[config.mk]
export PLATFORM = sky130hd
export DESIGN_NAME = sik_fetch_flat
export DESIGN_NICKNAME = d
export VERILOG_FILES = /design/src/rtl/sik_fetch_if.sv /design/src/rtl/sik_fetch.sv /design/src/flat_wrapper.sv
export SDC_FILE = /design/constraint.sdc
export NUM_CORES = 1
export LEC_CHECK = 0
export ABC_AREA = 1
export ABC_CLOCK_PERIOD_IN_PS = 3700
export BUFFER_PORTS_ARGS = -buffer_cell sky130_fd_sc_hd__clkbuf_2
export CAP_MARGIN = 20
export CORE_MARGIN = 4
export CORE_UTILIZATION = 51
export DETAILED_ROUTE_END_ITERATION = 10
export GPL_TIMING_DRIVEN = 0
export PLACE_DENSITY = 0.84
export SLEW_MARGIN = 20
export SYNTH_ARGS = -nofsm -noshare
export SYNTH_HDL_FRONTEND = slang
export SYNTH_SLANG_ARGS = --single-unit
[constraint.sdc]
create_clock -name clk -period 3.7 [get_ports clk]
set_clock_uncertainty 0.1 [all_clocks]
set_input_delay 0 -clock clk [delete_from_list [all_inputs] [get_ports clk]]
set_output_delay 0 -clock clk [all_outputs]
set_load 0.03 [all_outputs]
[src/rtl/sik_fetch_if.sv]
// ---------------------------------------------------------------------------
// sik_fetch_if
// Bus bundle between the SIK fetch stage and its neighbours.
//   master : the fetch stage. It receives control and instruction data and
//            drives imem_addr plus the out_* decode-side fields.
//   slave  : the neighbours. Downstream control, instruction memory and the
//            decode stage.
// Signals:
//   stall[1:0], halt[1:0]    per-thread issue control
//   redirect_valid/thread/pc per-thread PC redirect
//   imem_addr                {thread, pc} to the synchronous instruction memory
//   imem_rdata               instruction word, one cycle after imem_addr
//   out_valid/thread/pc/ir/sn/pre_valid/pre   fetched instruction to decode
// ---------------------------------------------------------------------------
interface sik_fetch_if #(
   parameter int unsigned PC_W = 16,
   parameter int unsigned IR_W = 16
);
   logic [1:0]      stall;
   logic [1:0]      halt;
   logic            redirect_valid;
   logic            redirect_thread;
   logic [PC_W-1:0] redirect_pc;
   logic [PC_W:0]   imem_addr;
   logic [IR_W-1:0] imem_rdata;
   logic            out_valid;
   logic            out_thread;
   logic [PC_W-1:0] out_pc;
   logic [IR_W-1:0] out_ir;
   logic [7:0]      out_sn;
   logic            out_pre_valid;
   logic [3:0]      out_pre;

   modport master (
      input  stall, halt, redirect_valid, redirect_thread, redirect_pc, imem_rdata,
      output imem_addr, out_valid, out_thread, out_pc, out_ir, out_sn, out_pre_valid, out_pre
   );

   modport slave (
      output stall, halt, redirect_valid, redirect_thread, redirect_pc, imem_rdata,
      input  imem_addr, out_valid, out_thread, out_pc, out_ir, out_sn, out_pre_valid, out_pre
   );
endinterface

[src/rtl/sik_fetch.sv]
// ---------------------------------------------------------------------------
// sik_fetch
// Stage 1 of the two-thread interleaved SIK stack pipeline. Holds both thread
// PCs and issues them on alternate cycles (slot 0 = thread 0) into a
// synchronous instruction memory. One cycle later it registers the returned
// word, with its predecoded state number, toward decode.
// Ports:
//   clk    pipeline clock
//   reset  synchronous, active-low
//   bus    sik_fetch_if.master (stall/halt/redirect in, imem bus, out_* fields)
// Optional feature (macro SIK_FETCH_PRE_FOLD_EN): a Pre word (ir[15:12]==4'hb)
// is not emitted. Instead, its nibble is attached to the next valid emit of the
// same thread through out_pre_valid/out_pre. When the macro is undefined, Pre
// flows through as an ordinary instruction and both fields are tied to 0.
// ---------------------------------------------------------------------------
module sik_fetch #(
   parameter int unsigned     PC_W   = 16,
   parameter int unsigned     IR_W   = 16,
   parameter logic [PC_W-1:0] RST_PC = 16'h0000
) (
   input logic         clk,
   input logic         reset,
   sik_fetch_if.master bus
);

   localparam logic [PC_W-1:0] PC_ONE  = {{(PC_W-1){1'b0}}, 1'b1};
   localparam logic [7:0]      SN_NOP  = 8'hf0;
   localparam logic [IR_W-1:0] IR_NOP  = {{(IR_W-8){1'b1}}, 8'hf0};

   // State number: opcode nibble, plus the low nibble only for opcode 0
   function automatic logic [7:0] predecode(input logic [IR_W-1:0] ir);
      logic [3:0] op;
      op = ir[IR_W-1 -: 4];
      return {op, (op == 4'h0) ? ir[3:0] : 4'h0};
   endfunction

   logic            slot_r;
   logic [PC_W-1:0] pc_r [0:1];
   logic            inflight_valid_r;
   logic            inflight_thread_r;
   logic [PC_W-1:0] inflight_pc_r;

   logic            out_valid_r;
   logic            out_thread_r;
   logic [PC_W-1:0] out_pc_r;
   logic [IR_W-1:0] out_ir_r;
   logic [7:0]      out_sn_r;

   logic [PC_W-1:0] pc_sel_s;
   logic            issue_s;
   logic [PC_W:0]   imem_addr_s;
   logic            squash_s;
   logic            emit_s;
   logic            is_pre_s;

`ifdef SIK_FETCH_PRE_FOLD_EN
   logic [1:0] pre_pend_r;
   logic [3:0] pre_val_r [0:1];
   logic       out_pre_valid_r;
   logic [3:0] out_pre_r;

   assign is_pre_s          = (bus.imem_rdata[IR_W-1 -: 4] == 4'hb);
   assign bus.out_pre_valid = out_pre_valid_r;
   assign bus.out_pre       = out_pre_r;
`else
   assign is_pre_s          = 1'b0;
   assign bus.out_pre_valid = 1'b0;
   assign bus.out_pre       = 4'h0;
`endif

   // Issue side: a same-cycle redirect for the slot thread overrides its stored PC
   always_comb begin
      pc_sel_s    = pc_r[slot_r];
      issue_s     = 1'b0;
      imem_addr_s = {(PC_W+1){1'b0}};
      if (bus.redirect_valid && (bus.redirect_thread == slot_r)) begin
         pc_sel_s = bus.redirect_pc;
      end else begin
         pc_sel_s = pc_r[slot_r];
      end
      issue_s = !bus.halt[slot_r] && !bus.stall[slot_r];
      // Address is driven even for a non-issuing slot. It is held at 0 while in reset.
      if (reset) begin
         imem_addr_s = {slot_r, pc_sel_s};
      end else begin
         imem_addr_s = {(PC_W+1){1'b0}};
      end
   end

   // Emit side: drop the in-flight word if its thread is redirected or halted now
   always_comb begin
      squash_s = (bus.redirect_valid && (bus.redirect_thread == inflight_thread_r))
                 || bus.halt[inflight_thread_r];
      emit_s   = inflight_valid_r && !squash_s;
   end

   // Slot toggle, per-thread PCs and the in-flight fetch record
   always_ff @(posedge clk) begin
      if (!reset) begin
         slot_r            <= 1'b0;
         pc_r[0]           <= RST_PC;
         pc_r[1]           <= RST_PC;
         inflight_valid_r  <= 1'b0;
         inflight_thread_r <= 1'b0;
         inflight_pc_r     <= {PC_W{1'b0}};
      end else begin
         slot_r            <= ~slot_r;
         inflight_valid_r  <= issue_s;
         inflight_thread_r <= slot_r;
         inflight_pc_r     <= pc_sel_s;
         // A blocked slot still captures a redirect: redirect wins on pc, stall on issue
         if (issue_s) begin
            pc_r[slot_r] <= pc_sel_s + PC_ONE;
         end else begin
            pc_r[slot_r] <= pc_sel_s;
         end
         // A redirect for the off-slot thread lands directly in its PC
         if (bus.redirect_valid && (bus.redirect_thread != slot_r)) begin
            pc_r[bus.redirect_thread] <= bus.redirect_pc;
         end
      end
   end

   // Registered outputs toward decode. Idle and squashed slots emit the NOP encoding.
   always_ff @(posedge clk) begin
      if (!reset) begin
         out_valid_r  <= 1'b0;
         out_thread_r <= 1'b0;
         out_pc_r     <= {PC_W{1'b0}};
         out_ir_r     <= {IR_W{1'b0}};
         out_sn_r     <= SN_NOP;
      end else begin
         out_thread_r <= inflight_thread_r;
         out_pc_r     <= inflight_pc_r;
         if (emit_s && !is_pre_s) begin
            out_valid_r <= 1'b1;
            out_ir_r    <= bus.imem_rdata;
            out_sn_r    <= predecode(bus.imem_rdata);
         end else begin
            out_valid_r <= 1'b0;
            out_ir_r    <= IR_NOP;
            out_sn_r    <= SN_NOP;
         end
      end
   end

`ifdef SIK_FETCH_PRE_FOLD_EN
   // Pre folding: latch an unsquashed Pre, then attach it to the thread's next real emit
   always_ff @(posedge clk) begin
      if (!reset) begin
         pre_pend_r      <= 2'b00;
         pre_val_r[0]    <= 4'h0;
         pre_val_r[1]    <= 4'h0;
         out_pre_valid_r <= 1'b0;
         out_pre_r       <= 4'h0;
      end else if (emit_s && is_pre_s) begin
         pre_pend_r[inflight_thread_r] <= 1'b1;
         pre_val_r[inflight_thread_r]  <= bus.imem_rdata[3:0];
         out_pre_valid_r               <= 1'b0;
         out_pre_r                     <= 4'h0;
      end else if (emit_s) begin
         pre_pend_r[inflight_thread_r] <= 1'b0;
         out_pre_valid_r               <= pre_pend_r[inflight_thread_r];
         out_pre_r                     <= pre_pend_r[inflight_thread_r]
                                          ? pre_val_r[inflight_thread_r] : 4'h0;
      end else begin
         out_pre_valid_r <= 1'b0;
         out_pre_r       <= 4'h0;
      end
   end
`endif

   assign bus.imem_addr  = imem_addr_s;
   assign bus.out_valid  = out_valid_r;
   assign bus.out_thread = out_thread_r;
   assign bus.out_pc     = out_pc_r;
   assign bus.out_ir     = out_ir_r;
   assign bus.out_sn     = out_sn_r;

endmodule

[src/flat_wrapper.sv]
// flat-port wrapper written by rule: the top's interface ports become plain ports
module sik_fetch_flat 
#(
   parameter int unsigned     PC_W   = 16,
   parameter int unsigned     IR_W   = 16,
   parameter logic [PC_W-1:0] RST_PC = 16'h0000
)
  (clk, reset, bus_stall, bus_halt, bus_redirect_valid, bus_redirect_thread, bus_redirect_pc, bus_imem_rdata, bus_imem_addr, bus_out_valid, bus_out_thread, bus_out_pc, bus_out_ir, bus_out_sn, bus_out_pre_valid, bus_out_pre);
  sik_fetch_if #(.PC_W(PC_W), .IR_W(IR_W)) bus_i ();
  input logic clk;
  input logic reset;
  input wire logic [$bits(bus_i.stall)-1:0] bus_stall;
  input wire logic [$bits(bus_i.halt)-1:0] bus_halt;
  input wire logic [$bits(bus_i.redirect_valid)-1:0] bus_redirect_valid;
  input wire logic [$bits(bus_i.redirect_thread)-1:0] bus_redirect_thread;
  input wire logic [$bits(bus_i.redirect_pc)-1:0] bus_redirect_pc;
  input wire logic [$bits(bus_i.imem_rdata)-1:0] bus_imem_rdata;
  output wire logic [$bits(bus_i.imem_addr)-1:0] bus_imem_addr;
  output wire logic [$bits(bus_i.out_valid)-1:0] bus_out_valid;
  output wire logic [$bits(bus_i.out_thread)-1:0] bus_out_thread;
  output wire logic [$bits(bus_i.out_pc)-1:0] bus_out_pc;
  output wire logic [$bits(bus_i.out_ir)-1:0] bus_out_ir;
  output wire logic [$bits(bus_i.out_sn)-1:0] bus_out_sn;
  output wire logic [$bits(bus_i.out_pre_valid)-1:0] bus_out_pre_valid;
  output wire logic [$bits(bus_i.out_pre)-1:0] bus_out_pre;
  assign bus_i.stall = bus_stall;
  assign bus_i.halt = bus_halt;
  assign bus_i.redirect_valid = bus_redirect_valid;
  assign bus_i.redirect_thread = bus_redirect_thread;
  assign bus_i.redirect_pc = bus_redirect_pc;
  assign bus_i.imem_rdata = bus_imem_rdata;
  assign bus_imem_addr = bus_i.imem_addr;
  assign bus_out_valid = bus_i.out_valid;
  assign bus_out_thread = bus_i.out_thread;
  assign bus_out_pc = bus_i.out_pc;
  assign bus_out_ir = bus_i.out_ir;
  assign bus_out_sn = bus_i.out_sn;
  assign bus_out_pre_valid = bus_i.out_pre_valid;
  assign bus_out_pre = bus_i.out_pre;
  sik_fetch #(.PC_W(PC_W), .IR_W(IR_W), .RST_PC(RST_PC)) u_core (.clk(clk), .reset(reset), .bus(bus_i));
endmodule
==> flow_summary.yaml <==
grt:
  track_usage: 0.229
  grt_overflow: 0
  grt_pass1_vias: 3836
  grt_pass1_wl_um: 18100
  grt_start_max_net_pins: 17
  antenna_found_initial: 0
yosys:
  yosysTopAreaCell: "dfxtp_1"
  synthTopCellsByCount: "nand2_1, inv_1, dfxtp_1"
  synth-edff-count: 32
  ys_ff_latch: 94
  yosys.cell_types.count: 31
  synth.most_common_cell: "nand2_1"
  ys_seq_area_frac: 0.512
  syn_area_sq_mm: 0.00430
  synthTopCellsByArea: "dfxtp_1, edfxtp_1, nand2_1"
  yosysWarnings: 0
  syn_inst: 548
  syn_area_per_cell_sq_um: 7.85
  synthArstFlopShare: 0
  yosysTopAreaCellShare: 0.289
  synthFlopType: "dfxtp_1"
floorplan:
  die-area_sq_mm: 0.00997
  io_pins: 104
  dieHeight_um: 99.8
  die_w_um: 99.8
  row_count: 33
  core_sq_mm: 0.00822
  start_util: 0.524
timing:
  hold_violations: 0
  finalSetupTns_ns: 0
  slew_headroom: 0.473
  fmax_mhz: 397
  min_period_ns: 2.52
  period_share: 0.681
  setup_ws_ns: 1.18
  slew_viol_final: 0
  tightest_slew_ns: 0.789
  holdWs_ns: 0.0107
  rsz0062_at_grt: "false"
  setup_violations: 0
clock_tree:
  cts.clk_slew.worst_paths_ns: 0.10
  cts_resized: 0
  cts_tree: "yes"
  cts_made_buffers: 9
  htree_num_levels: 3
  cts_sinks: 94
  clockRootBuffer: "clkbuf_8"
  ctsLongestPathBuffers: 2
  clock_latency_ns: 0.37
critical_path:
  rr_worst_depth: 12
  worst-setup-path-type: "reg -> reg"
  startpoint_type: "register"
  end_kind: "register"
  crit_required_ns: 3.71
  critPathMaxFanout: 9
  arrival_ns: 2.53
finish:
  drive_above_1_share: 0.251
  syn_to_final_growth_pct: 27.9
  layout.nets: 738
  fin_cells: 807
  diodes: 0
route:
  via_count: 4030
  vias_per_cell: 4.99
  firstDrtPassIters: 5
  ant_nets: 0
  drc_errors: 0
  drtIter0Drc: 217
  wl_per_cell_um: 14.0
  drt-total-wl_um: 11300
placed_design:
  gp_congestion: 0.910
  dp_cells: 754
  dp_hpwl_um: 8120
  portBuffers: 97
  detailedPlace.worstSlack_ns: 1.38
pwr:
  p_leak_nw: 2.84
  powerDensity_mw_per_mm2: 433
  ir_worst_vdd_v: 0.000190
hold_path:
  hp-class: "in -> reg"
  whs_path_depth: 3
job:
  maxCapViolCount: 0
status:
  status: "complete, no violations"
## state kept, by name, indices dropped and copies added (netlist names), named ones only
name / count
u_core.bus.out_valid: 1
u_core.bus.out_pc: 16
u_core.inflight_pc_r: 16
u_core.slot_r: 1
u_core.inflight_thread_r: 1
u_core.pc_r: 32
u_core.bus.out_thread: 1
u_core.bus.out_ir: 16
u_core.bus.out_sn: 8
u_core.inflight_valid_r: 1
## what timing repair did
item                      in CTS  in global routing
hold endpoints to repair      64                  0
buffers inserted               0                  0
hold buffers                  37                  0
## cells by family after synthesis
kind of cell | share of synthesized area
simple gates | 0.292
buf+inv | 0.115
flops | 0.512
compound gates | 0.0675
xor+xnor | 0.0102
fa+ha+maj | 0.00291
other cells | 0.000872
## power breakdown
part           internal, mW  leakage [nW]  switching [mW]
combinational         0.167          1.87           0.364
clock                 0.311         0.103           0.370
sequential             1.15         0.870          0.0205
total                  1.63          2.84           0.754
## critical path: stages (launching register included)
cell and delay (ns):
dfxtp_1 0.31, buf_4 0.15, inv_2 0.06, nor2_1 0.08, nand2_1 0.05, nand2_1 0.07, dlygate4sd3_1 0.55, inv_1 0.06
nand2_2 0.16, nand2_1 0.13, nor3_1 0.20, xor2_1 0.24, o22ai_1 0.09
## cells in the final DEF (no fill, tap or decap), types with 4 or more instances in the layout
master / Yosys / layout
buf_2: 6 / 6
buf_4: 6 / 6
clkbuf_1: 5 / 6
clkbuf_2: 0 / 97
clkbuf_8: 0 / 10
conb_1: 1 / 5
dfxtp_1: 62 / 62
dlygate4sd3_1: 0 / 37
edfxtp_1: 32 / 32
inv_1: 87 / 87
inv_2: 6 / 6
nand2_1: 152 / 152
nand2_2: 17 / 17
nand3_1: 27 / 27
nand3_2: 4 / 4
nand4_1: 7 / 7
nor2_1: 56 / 56
nor2_2: 4 / 4
nor2_4: 5 / 5
o21ai_0: 27 / 27
o21ai_1: 7 / 7
o21ai_2: 6 / 6
o22ai_1: 10 / 10
or2_2: 4 / 4
xor2_1: 5 / 5
## through the flow
stage	total power, mW	utilization	cell area, sq um
after global routing	2.49	0.670	5500
after global placement	1.67	0.600	4930
after detailed placement	1.69	0.600	4930
after CTS	2.38	0.670	5500
final	2.38	0.670	5500
after floorplan	1.54	-	4320
## final cells by class
cell class,instances,area (sq um)
fill,635,2710
sequential,94,2200
multi-input combinational,343,1620
timing repair buffer,134,856
inverter,93,349
clock buffer,12,166
buffer,22,144
tap,105,131
clock inverter,4,32.5
## path summary, 6_finish.rpt
| check | to | start | slack (ns) |
|---|---|---|---|
| max | u_core.pc_r[1][4]$_DFFE_PP_ | u_core.slot_r$_SDFF_PN0_ | 1.18 |
| min | u_core.pc_r[1][2]$_DFFE_PP_ | bus_redirect_pc[2] | 0.01 |
| max reg2reg | u_core.pc_r[1][4]$_DFFE_PP_ | u_core.slot_r$_SDFF_PN0_ | 1.18 |
| min reg2reg | u_core.bus.out_pc[14]$_SDFF_PN0_ | u_core.inflight_pc_r[14]$_SDFF_PN0_ | 0.32 |
## metal layers
layer,share of wire,vias to the layer above,track usage
met4,0.031,0,0.109
met1,0.40,1801,0.276
met5,0,-,0
met3,0.093,33,0.0473
met2,0.48,219,0.392
li1,-,1977,-
Note: power is estimated with default switching activity, not from simulation.
